### src/rtl/dmem_write_buffer.sv
// Posted store FIFO in front of a slow handshaked data RAM. Loads forward from the
// youngest matching buffered store, otherwise the pipeline stalls while RAM is read.
module dmem_write_buffer #(
    parameter int DEPTH = 4,
    parameter int AW    = 32
) (
    input  logic          clk,
    input  logic          reset,
    input  logic          memwrite_i,
    input  logic          memread_i,
    input  logic [AW-1:0] addr_i,
    input  logic [31:0]   wdata_i,
    output logic [31:0]   rdata_o,
    output logic          stall_o,
    output logic          mem_req_o,
    output logic          mem_we_o,
    output logic [AW-3:0] mem_addr_o,
    output logic [31:0]   mem_wdata_o,
    input  logic          mem_ack_i,
    input  logic [31:0]   mem_rdata_i
);

    localparam int          PW         = (DEPTH > 1) ? $clog2(DEPTH) : 1;
    localparam logic [PW:0] FULL_COUNT = (PW+1)'(DEPTH);

    typedef enum logic [1:0] {IDLE, DRAIN, LOAD, LDONE} state_t;

    state_t        state;
    logic [AW-3:0] fifo_addr [DEPTH];
    logic [31:0]   fifo_data [DEPTH];
    logic [PW-1:0] head;
    logic [PW-1:0] tail;
    logic [PW:0]   count;
    logic [31:0]   ldata;

    logic [AW-3:0] word_addr;
    logic          unused_addr_bits;
    logic          full;
    logic          push;
    logic          pop;
    logic          match;
    logic          hit;
    logic          miss;
    logic [31:0]   match_data;
    logic [PW-1:0] idx;

    assign word_addr        = addr_i[AW-1:2];
    assign unused_addr_bits = ^addr_i[1:0];
    assign full             = (count == FULL_COUNT);
    assign push             = memwrite_i & ~full;
    assign pop              = (state == DRAIN) & mem_ack_i;

    // Walk entries oldest to youngest so the last assignment is the youngest match.
    always_comb begin
        match      = 1'b0;
        match_data = '0;
        idx        = head;
        for (int i = 0; i < DEPTH; i++) begin
            idx = head + PW'(i);
            if (((PW+1)'(i) < count) && (fifo_addr[idx] == word_addr)) begin
                match      = 1'b1;
                match_data = fifo_data[idx];
            end
        end
    end

    assign hit     = memread_i & match;
    assign miss    = memread_i & ~match;
    assign stall_o = (memwrite_i & full) | (miss & (state != LDONE));
    assign rdata_o = (hit && (state != LDONE)) ? match_data : ldata;

    always_ff @(posedge clk) begin
        if (push) begin
            fifo_addr[tail] <= word_addr;
            fifo_data[tail] <= wdata_i;
        end
    end

    // Pointer and occupancy bookkeeping; a simultaneous push and pop leaves count unchanged.
    always_ff @(posedge clk or posedge reset) begin
        if (reset) begin
            head  <= '0;
            tail  <= '0;
            count <= '0;
        end else begin
            if (push) tail <= tail + PW'(1);
            if (pop)  head <= head + PW'(1);
            if (push && !pop)      count <= count + (PW+1)'(1);
            else if (pop && !push) count <= count - (PW+1)'(1);
        end
    end

    // IDLE always separates RAM transactions, so requests can never overlap.
    always_ff @(posedge clk or posedge reset) begin
        if (reset) begin
            state       <= IDLE;
            ldata       <= '0;
            mem_req_o   <= 1'b0;
            mem_we_o    <= 1'b0;
            mem_addr_o  <= '0;
            mem_wdata_o <= '0;
        end else begin
            case (state)
                IDLE: begin
                    if (miss) begin
                        state      <= LOAD;
                        mem_req_o  <= 1'b1;
                        mem_we_o   <= 1'b0;
                        mem_addr_o <= word_addr;
                    end else if (count != '0) begin
                        state       <= DRAIN;
                        mem_req_o   <= 1'b1;
                        mem_we_o    <= 1'b1;
                        mem_addr_o  <= fifo_addr[head];
                        mem_wdata_o <= fifo_data[head];
                    end
                end
                DRAIN: begin
                    if (mem_ack_i) begin
                        mem_req_o <= 1'b0;
                        state     <= IDLE;
                    end
                end
                LOAD: begin
                    if (mem_ack_i) begin
                        ldata     <= mem_rdata_i;
                        mem_req_o <= 1'b0;
                        state     <= LDONE;
                    end
                end
                LDONE: begin
                    state <= IDLE;
                end
                default: begin
                    state <= IDLE;
                end
            endcase
        end
    end

endmodule

### config.mk
export PLATFORM = sky130hd
export DESIGN_NAME = dmem_write_buffer
export DESIGN_NICKNAME = d
export VERILOG_FILES = /design/src/rtl/dmem_write_buffer.sv
export SDC_FILE = /design/constraint.sdc
export NUM_CORES = 1
export LEC_CHECK = 0
export ABC_CLOCK_PERIOD_IN_PS = 4900
export BUFFER_PORTS_ARGS = -buffer_cell sky130_fd_sc_hd__buf_2
export CAP_MARGIN = 20
export CORE_UTILIZATION = 45
export CTS_CLUSTER_DIAMETER = 50
export DETAILED_ROUTE_END_ITERATION = 16
export PLACE_DENSITY = 0.66
export REMOVE_ABC_BUFFERS = 1
export SLEW_MARGIN = 15
export SYNTH_ARGS = -nofsm -noshare
export SYNTH_HDL_FRONTEND = slang
export SYNTH_SLANG_ARGS = --single-unit
### constraint.sdc
create_clock -name clk -period 4.9 [get_ports clk]
set_input_delay 0.735 -clock clk [delete_from_list [all_inputs] [get_ports clk]]
set_output_delay 0.735 -clock clk [all_outputs]
set_load 0.03 [all_outputs]
==> results.cfg, run 1 <==
[run_status]
status = finished, violations left
violations = setup timing

[grt]
grt.overflow.total = 0
first_global_vias = 16700
grt_antenna_before_repair = 5
grt_pass1_wl_mm = 103
grt_usage_pct = 29.0
grt_max_degree = 258

[sta]
slew_violations = 0
finalHoldViolCount = 0
tns_ns = -7.51
worst_pin_slew_ns = 1.06
fin_ws_ns = -0.313
fmax_mhz = 192
max-slew-margin-rel_pct = 29.5
holdWs_ns = 0.111
rsz0062_at_grt = yes
finClkSkew_ns = 0.0301
fin_crit_sh_pct = 106
fin_crit_ns = 5.21
setup_viol = 32

[placed_design]
hpwl_mm = 46.3
io_buffers = 195
routabilityCongestion = 1.01

[floorplanning]
die_area_um2 = 47800
die_h_um = 219
initial_core_util_pct = 45.5
placeableCoreArea_um2 = 46500
num_io_pins = 198
die_w_um = 219
num_rows = 79

[logic_synthesis]
syn_area_per_cell_um2 = 11.7
synth_cell_type_count = 88
ys_top_cells_by_area = edfxtp_1 (35%), dfrtp_1 (12%), mux2i_1 (8.0%)
synth_edf_count = 248
async_reset_ff_share_pct = 29.7
ys_seq_area_share_pct = 47.7
synthCells = 1809
yosysTopAreaCell = edfxtp_1
ys_ff_latch = 353
ys_warn_count = 0
synth_ff_type = edfxtp_1
netlist_area_um2 = 21100
synth_top_area_share_pct = 35.2

[clock_network]
cts_sinks = 353
clkTransAtPathRegs_ns = 0.06
ctsHoldBuffers = 0
htreeDepth = 2
cts_tree = built
clockBufferDepth = 3
cts_root_buf = clkbuf_16
cts_buffers = 43
clk_latency_ns = 0.60

[hold_path]
holdCritPathClass = primary input to asynchronous set/reset pin

[setup_path]
crit_fanout = 7
startpoint_type = flip-flop
r2r_slack_ns = 0.88
rr_startpoint = head[1]
critPathArrivalTime_ns = 4.48
reg2regPathDepth = 13
worst_setup_path_end_kind = output port
r2r-end = mem_addr_o[28]
worstPathRequired_ns = 4.16
criticalPathCategory = flip-flop to output port

[flow_run]
maxCapViolations = 0

[power_and_ir_drop]
sequentialPowerShare_pct = 26.5
power.total_mw = 17.5
switching_share_pct = 43.1
net-switching-power_mw = 7.55
p_int_mw = 9.96
power.share.clock_pct = 18.3
p_per_area_nw_per_um2 = 660
combPwrFrac_pct = 55.2
power.leakage_nw = 10.2
ir_drop_v = 0.000482

[routing]
vias = 16800
drc_errors = 0
detail_route.iter0.violations = 1650
dr.pass1.iters = 5
postRouteAntennaNets = 0
wire_per_inst_um = 25.8
avgViaCountPerCell = 6.19
totalWireLength_mm = 69.9

[cells_and_area]
fin_nets = 2179
postLayoutCoreUtil_pct = 57.1
area_growth_pct = 25.6
drive_gt1_share_pct = 36.8
fillers = 3748
kinds of logic (layout without fill, tap and decap cells):
kind of cell	Yosys count	count (layout)	share of synthesized area [%]
flops	353	353	47.7
buf+inv	175	465	4.03
compound gates	398	399	14.3
fa+ha+maj	13	13	0.770
xor+xnor	102	102	4.23
simple gates	417	417	9.63
mux	351	351	19.4
other cells	0	4	0
how the worst max path moves through the flow:
stage	start	endpoint	slack [ns]	depth (start not counted)
after floorplan	head[0]	rdata_o[0]	-9.47	9
after global placement	head[1]	rdata_o[9]	-0.19	15
after detailed placement	head[1]	rdata_o[31]	-0.07	14
after CTS	head[1]	rdata_o[28]	-0.27	14
after global routing	head[1]	rdata_o[5]	-0.36	15
final	head[1]	rdata_o[13]	-0.31	14
metrics by stage:
| stage | setup slack, ns | std cells | cell area (um^2) |
|---|---|---|---|
| 4_1_cts | -0.275 | 2694 | 26000 |
| 5_1_grt | -0.362 | 2711 | 26500 |
| 3_3_place_gp | -0.186 | 2575 | 23200 |
| 2_1_floorplan | -9.47 | 1653 | 20400 |
| 6_report | -0.313 | 2711 | 26500 |
| 3_5_place_dp | -0.0666 | 2575 | 23200 |
per-layer routing:
layer | vias to the layer above | GRT usage, % | wire length [um]
li1 | 7481 | - | -
met1 | 8564 | 39.4 | 30200
met2 | 608 | 46.3 | 33000
met3 | 129 | 5.53 | 4700
met4 | 2 | 9.56 | 1980
met5 | - | 0 | 13
Yosys cell counts, types with 6 or more instances:
cell / n
nor4_1: 8
o211ai_1: 10
edfxtp_1: 248
o22ai_1: 36
buf_4: 14
and3_1: 26
o32ai_1: 32
a21oi_1: 77
buf_2: 16
and4b_1: 9
a31oi_1: 11
nor3_1: 11
xor2_1: 22
a2111oi_2: 29
mux2_2: 149
clkbuf_1: 93
xnor2_1: 80
nand3_1: 19
nand2_1: 132
or4_1: 7
buf_6: 16
mux2i_1: 168
o21ai_0: 80
nand4_1: 13
and4_1: 6
buf_1: 16
a21boi_0: 10
nor2_1: 130
and2_1: 15
or3_1: 10
a221o_1: 8
inv_1: 18
a22oi_1: 8
a211o_1: 17
ha_1: 13
dfrtp_1: 105
o2bb2ai_1: 15
mux4_2: 31
worst max-delay path: stages, from the launching register on:
cell      delay [ns]
dfrtp_4         0.51
buf_12          0.17
buf_16          0.16
mux2_4          0.21
o21ai_1         0.10
or3_4           0.41
a222oi_1        0.38
nand4_1         0.22
or4_4           0.61
a41oi_4         0.26
buf_6           0.16
buf_16          0.13
o32ai_1         0.08
nor2_1          0.24
buf_4           0.21
power groups by stage:
stage / sequential [mW] / clock, mW / combinational [mW]
2_1_floorplan: 5.53 / 0 / 4.76
4_1_cts: 4.62 / 3.24 / 9.29
5_1_grt: 4.72 / 3.37 / 10.2
6_report: 4.64 / 3.21 / 9.67
3_3_place_gp: 4.66 / 0 / 8.32
3_5_place_dp: 4.72 / 0 / 8.47
sequential cells by signal, indices dropped and copies added (netlist names):
signal and count:
count 3, mem_addr_o 30, fifo_addr 120, fifo_data 128
mem_we_o 1, tail 2, mem_req_o 1, ldata 32
mem_wdata_o 32, state 2, head 2
layout make-up:
cell class / count / area, um^2 / area share [%]
Multi-Input combinational cell: 1282 / 11200 / 42.4
Antenna cell: 4 / 10.0 / 0.0377
Sequential cell: 353 / 10100 / 38.0
Clock buffer: 54 / 1180 / 4.44
Inverter: 19 / 73.8 / 0.278
Timing Repair Buffer: 366 / 2940 / 11.1
Tap cell: 607 / 759 / 2.86
Clock inverter: 26 / 251 / 0.948
repair_timing:
| action | 4_1_cts | 5_1_grt |
|---|---|---|
| gates cloned | 9 | 1 |
| pin swaps | 57 | 65 |
| endpoints found under the setup margin | 33 | 33 |
| resized for setup | 143 | 85 |
| setup buffers | 30 | 15 |
| endpoints found under the hold margin | 0 | 0 |
cells in the final DEF (no fill, tap or decap), types with 11 or more instances in the layout:
cell type | Yosys | final
buf_2 | 16 | 163
mux4_2 | 31 | 31
ha_1 | 13 | 13
xnor2_1 | 80 | 71
mux2i_4 | 0 | 14
a21oi_1 | 77 | 76
clkbuf_16 | 0 | 44
mux2_2 | 149 | 144
inv_1 | 18 | 16
and3_1 | 26 | 26
o21ai_0 | 80 | 77
a2111oi_4 | 1 | 24
buf_12 | 0 | 21
buf_4 | 14 | 144
and2_1 | 15 | 11
mux2i_1 | 168 | 141
o22ai_2 | 0 | 12
a2111oi_2 | 29 | 11
o22ai_1 | 36 | 24
dfrtp_1 | 105 | 103
mux2i_2 | 2 | 15
xor2_1 | 22 | 18
nand2_1 | 132 | 131
o32ai_1 | 32 | 30
edfxtp_1 | 248 | 248
nand4_1 | 13 | 13
a211o_1 | 17 | 17
nand3_1 | 19 | 18
buf_6 | 16 | 21
o2bb2ai_1 | 15 | 15
nor2_1 | 130 | 128
No activity file was read; power rests on OpenSTA's default activity.
==> inputs of run 2 (changes only) <==
Settings changed: ABC_CLOCK_PERIOD_IN_PS 4900 to 5700.
Clock period 4.9 ns to 5.7 ns, I/O delays scaled along.
==> run 2 against run 1 <==
  * The run now ends clean
  * Clock power shrank 16%
  * Critical path depth shrank 3
  * Utilization fell by 4.9 points
  * Clock skew about the same
  * Hold slack better by 0.23 ns
  * Combinational power fell by 25%
==> results.cfg, run 2 (synthesized netlist as in run 1, its figures left out) <==
[setup_path]
startpoint_type = flip-flop
path_buf_inv = 3
crit_slowest_cell = dfrtp_4
worst_setup_path_end_kind = output port
cpLargestDelayFamily = simple AND/OR/NAND/NOR gates
worstPathRequired_ns = 4.85
max_stage_delay_ns = 0.62
crit_chain = inv_2 -> o21ai_0 -> or3_1 -> a222oi_1 -> nand4_1 -> or4_4 -> a41oi_4 -> buf_12 -> o32ai_1 -> nor2_1 -> buf_2
critPathArrivalTime_ns = 4.72
crit_fanout = 32
criticalPathCategory = flip-flop to output port

[power_and_ir_drop]
power.share.clock_pct = 19.5
p_per_area_nw_per_um2 = 575
p_int_mw = 7.89
power.leakage_nw = 9.26
ir_drop_v = 0.000385
combPwrFrac_pct = 52.0
power.total_mw = 13.9
net-switching-power_mw = 6.03
switching_share_pct = 43.3
sequentialPowerShare_pct = 28.5

[floorplanning]
initial_core_util_pct = 45.5
die_h_um = 219
num_io_pins = 198
die_area_um2 = 47800
num_rows = 79
placeableCoreArea_um2 = 46500
die_w_um = 219

[sta]
fin_crit_ns = 5.58
max-slew-margin-rel_pct = 25.3
finClkSkew_ns = 0.0297
worst_pin_slew_ns = 1.12
slew_violations = 0
setup_viol = 0
finalHoldViolCount = 0
fmax_mhz = 179
fin_crit_sh_pct = 97.9
tns_ns = 0

[clock_network]
clk_latency_ns = 0.60
cts_root_buf = clkbuf_16
clkTransAtPathRegs_ns = 0.06
htreeDepth = 2
cts_buffers = 43
cts_tree = built
clockBufferDepth = 3
cts_sinks = 353

[routing]
avgViaCountPerCell = 6.18
wire_per_inst_um = 25.1
vias = 16000
drc_errors = 0
detail_route.iter0.violations = 1514
postRouteAntennaNets = 0
totalWireLength_mm = 65.3
dr.pass1.iters = 5

[grt]
grt.overflow.total = 0
grt_pass1_wl_mm = 97.0
grt_max_degree = 90
grt_antenna_before_repair = 7
grt_usage_pct = 27.0
first_global_vias = 15700

[placed_design]
routabilityCongestion = 0.961
io_buffers = 195
hpwl_mm = 43.8

[cells_and_area]
layout_commonest_cell = edfxtp_1
drive_gt1_share_pct = 28.7
area_growth_pct = 14.7
reg_top3 = fifo_data (128), fifo_addr (120)
final_cell_mix = edfxtp_1 (248), buf_2 (195), mux2i_1 (162)
regMostFlops = fifo_data
fillers = 4046
fin_nets = 2064
largest_reg_flops = 128

[hold_path]
holdCritPathClass = primary input to asynchronous set/reset pin

[flow_run]
maxCapViolations = 0

[run_status]
status = completed
[run 2: power groups by stage]
stage          registers (mW)  logic, mW  clock network, mW
2_1_floorplan            4.83       4.46                  0
6_report                 3.97       7.25               2.71
3_3_place_gp             3.96       6.93                  0
3_5_place_dp             4.00       7.05                  0
4_1_cts                  3.96       7.10               2.76
5_1_grt                  4.05       7.73               2.86
[run 2: through the flow]
step | hold slack, ns | setup WS (ns) | utilization (%) | cell area, um^2 | std cells
floorplan | 0.481 | -8.79 | - | 20400 | 1653
global placement | 0.464 | 0.519 | 48.8 | 22700 | 2510
detailed placement | 0.471 | 0.445 | 48.8 | 22700 | 2510
CTS | 0.438 | 0.0636 | 51.9 | 24100 | 2590
global route | 0.383 | -0.00471 | 52.2 | 24200 | 2596
finish | 0.343 | 0.121 | 52.2 | 24200 | 2597
[run 2: area by class of cell]
class / instances / area, um^2 / share of cell area [%]
Sequential cell: 353 / 10100 / 41.6
Multi-Input combinational cell: 1281 / 10300 / 42.5
Clock buffer: 65 / 1240 / 5.11
Inverter: 19 / 73.8 / 0.305
Antenna cell: 5 / 12.5 / 0.0516
Tap cell: 607 / 759 / 3.13
Clock inverter: 15 / 180 / 0.743
Timing Repair Buffer: 252 / 1600 / 6.59
[run 2: layer usage]
metal / global-route usage (%) / share of wire (%) / up-vias
met4: 8.22 / 2.4 / 4
met2: 43.3 / 47 / 646
met1: 37.0 / 43 / 8052
met3: 4.82 / 7.1 / 115
met5: 0 / 0.038 / -
li1: - / - / 7226
[run 2: path summary, 6_finish.rpt]
| check | from | end | slack, ns | cells past startpoint |
|---|---|---|---|---|
| setup / recovery | head[0] | rdata_o[13] | 0.12 | 11 |
| hold / removal | reset | mem_wdata_o[29] | 0.34 | 2 |
| setup reg to reg | head[1] | mem_wdata_o[10] | 1.05 | 13 |
| hold reg to reg | mem_addr_o[13] | mem_addr_o[13] | 0.48 | 1 |
| max in group asynchronous | reset | ldata[21] | 4.11 | 4 |
| min in group clk | wdata_i[25] | fifo_data[3][25] | 0.47 | 1 |
[run 2: timing repair]
action	CTS	global route
resized for setup	4	18
setup buffers	0	0
hold buffers	0	0
pin swaps	0	1
cloned	0	1
setup endpoints to repair	24	31
[run 2: worst reg2reg max path: stages (launching register included)]
cell      delay [ns]
dfrtp_4         0.46
buf_16          0.29
buf_4           0.32
mux4_2          0.54
xnor2_1         0.41
nand4_1         0.15
nor3_1          0.34
nor4bb_1        0.35
o2bb2a_1        0.26
and4bb_2        0.23
buf_4           0.32
nor2b_4         0.23
buf_12          0.24
mux2_2          0.42
==> inputs of run 3 (changes only) <==
--- a/config.mk
+++ b/config.mk
@@ -9,8 +9,9 @@
 export BUFFER_PORTS_ARGS = -buffer_cell sky130_fd_sc_hd__buf_2
 export CAP_MARGIN = 20
-export CORE_UTILIZATION = 45
+export CORE_UTILIZATION = 30
+export CTS_BUF_LIST = sky130_fd_sc_hd__clkbuf_8
 export CTS_CLUSTER_DIAMETER = 50
 export DETAILED_ROUTE_END_ITERATION = 16
-export PLACE_DENSITY = 0.66
+export PLACE_DENSITY = 0.49
 export REMOVE_ABC_BUFFERS = 1
 export SLEW_MARGIN = 15
==> constraint.sdc (replaced) <==
create_clock -name clk -period 5.7 [get_ports clk]
set_input_delay 0.285 -clock clk [delete_from_list [all_inputs] [get_ports clk]]
set_output_delay 0.285 -clock clk [all_outputs]
set_load 0.03 [all_outputs]
==> run 3 against run 2 <==
  * Clock power shrank 8.1%
  * Non-clock buffer count grew 93
  * Fmax grew 2.7%
  * Worst setup slack gained 0.15 ns
  * Utilization shrank 15 points
  * Via count grew 1.6%
  * First-iteration DRC count shrank 24%
  * Critical path type unchanged
  * Highest routed layer unchanged
==> results.cfg, run 3 (synthesized netlist as in run 1, its figures left out) <==
[hold_path]
holdCritPathClass = primary input to flip-flop
whs_path_depth = 1

[routing]
totalWireLength_mm = 70.7
wire_per_inst_um = 23.1
vias = 16300
detail_route.iter0.violations = 1157
postRouteAntennaNets = 0
avgViaCountPerCell = 5.33
drc_errors = 0
dr.pass1.iters = 5

[sta]
rsz0062_at_grt = no
fmax_mhz = 184
fin_crit_ns = 5.43
worst_pin_slew_ns = 1.02
finClkSkew_ns = 0.0508
fin_crit_sh_pct = 95.3
max-slew-margin-rel_pct = 32.2
finalHoldViolCount = 0
holdWs_ns = 0.0483
slew_violations = 0
setup_viol = 0

[power_and_ir_drop]
ir_drop_v = 0.000220
power.leakage_nw = 9.77
p_per_area_nw_per_um2 = 542
power.total_mw = 13.8

[clock_network]
cts_root_buf = clkbuf_8
cts_buffers = 70
clk_latency_ns = 0.67
clkTransAtPathRegs_ns = 0.05
htreeDepth = 3
cts_tree = built
cts_sinks = 353
clockBufferDepth = 3

[floorplanning]
num_io_pins = 198
die_w_um = 267
die_h_um = 267
die_area_um2 = 71500
placeableCoreArea_um2 = 69200
num_rows = 96
initial_core_util_pct = 30.5

[placed_design]
io_buffers = 195
routabilityCongestion = 0.923
placed_cell_area_um2 = 23100
dp_cells = 2841
hpwl_mm = 48.0

[cells_and_area]
fillers = 6885
drive_gt1_share_pct = 28.1
regMostFlops = fifo_data
largest_reg_flops = 128
fin_nets = 2184
layout_commonest_cell = edfxtp_1
reg_top3 = fifo_data (128), fifo_addr (120)
design_area_um2 = 25400
multi_input_area_um2 = 10300
final_cell_mix = edfxtp_1 (248), buf_2 (195), mux2i_1 (168)
seq_area_um2 = 10100
final_cell_count_no_fill = 3059
area_growth_pct = 20.2

[setup_path]
worst_setup_path_end_kind = output port
critPathArrivalTime_ns = 5.14
criticalPathCategory = flip-flop to output port
startpoint_type = flip-flop
worstPathRequired_ns = 5.41
reg2regPathDepth = 12
crit_fanout = 24

[grt]
grt.overflow.total = 0
grt_antenna_before_repair = 3
grt_usage_pct = 19.6
grt_pass1_wl_mm = 105
grt_max_degree = 121
first_global_vias = 16300

[flow_run]
maxCapViolations = 0

[run_status]
status = completed
-- run 3: changes by cell type in the layout (fill, tap and decap cells not counted), sizes merged --
cell and change:
inv +37, diode -4, bufinv -1, dlygate4sd3 +85, buf +9, clkbuf +12
-- run 3: area by class of cell --
cell class,instances,share of cell area [%]
repair buffers,345,9.74
clock buffers,78,4.22
multi-input cells,1281,40.4
clock inverters,51,1.10
inverters,19,0.291
diodes,1,0.00985
well taps,931,4.58
flip-flops and latches,353,39.7
-- run 3: worst paths after layout --
path / startpoint / endpoint / slack [ns]
min reg2reg: mem_addr_o[9] / mem_addr_o[9] / 0.48
max reg2reg: head[1] / mem_addr_o[19] / 0.92
max: head[1] / stall_o / 0.27
min in group asynchronous: reset / mem_wdata_o[17] / 0.31
max in group asynchronous: reset / head[1] / 3.88
min: addr_i[11] / fifo_addr[2][9] / 0.05
-- run 3: routing by layer --
metal	track usage (%)	vias up	routed length, um
li1	-	7477	-
met4	7.27	4	1960
met3	3.13	113	3640
met2	31.8	482	33500
met5	0	-	22
met1	26.4	8220	31600
-- run 3: critical path: stages, from the launching register on --
cell	delay, ns
dfrtp_4	0.62
buf_12	0.25
buf_4	0.26
mux4_2	0.54
xnor2_1	0.47
nand4_1	0.15
nor3_1	0.32
nor4bb_1	0.43
o2bb2a_1	0.30
and4bb_2	0.39
inv_1	0.38
o21ai_0	0.15
buf_2	0.21
-- run 3: power breakdown --
part           total [mW]  switching (mW)  internal [mW]
clock                2.49            1.17           1.32
combinational        7.30            4.52           2.78
sequential           3.99           0.445           3.55
-- run 3: what timing repair did --
| item | CTS | global route |
|---|---|---|
| endpoints found under the setup margin | 5 | 13 |
| buffers inserted | 0 | 2 |
| gates resized for setup | 1 | 1 |
| hold endpoints to repair | 280 | 0 |
| gates cloned | 0 | 0 |
| pin swaps | 0 | 1 |
| hold buffers | 85 | 0 |
-- run 3: metrics by stage --
step | setup TNS, ns | setup WS (ns) | utilization (%)
global route | 0 | 0.0364 | 36.7
CTS | 0 | 0.113 | 36.6
detailed placement | 0 | 0.704 | 33.4
finish | 0 | 0.270 | 36.7
floorplan | -739.42 | -8.22 | -
global placement | 0 | 0.629 | 33.4
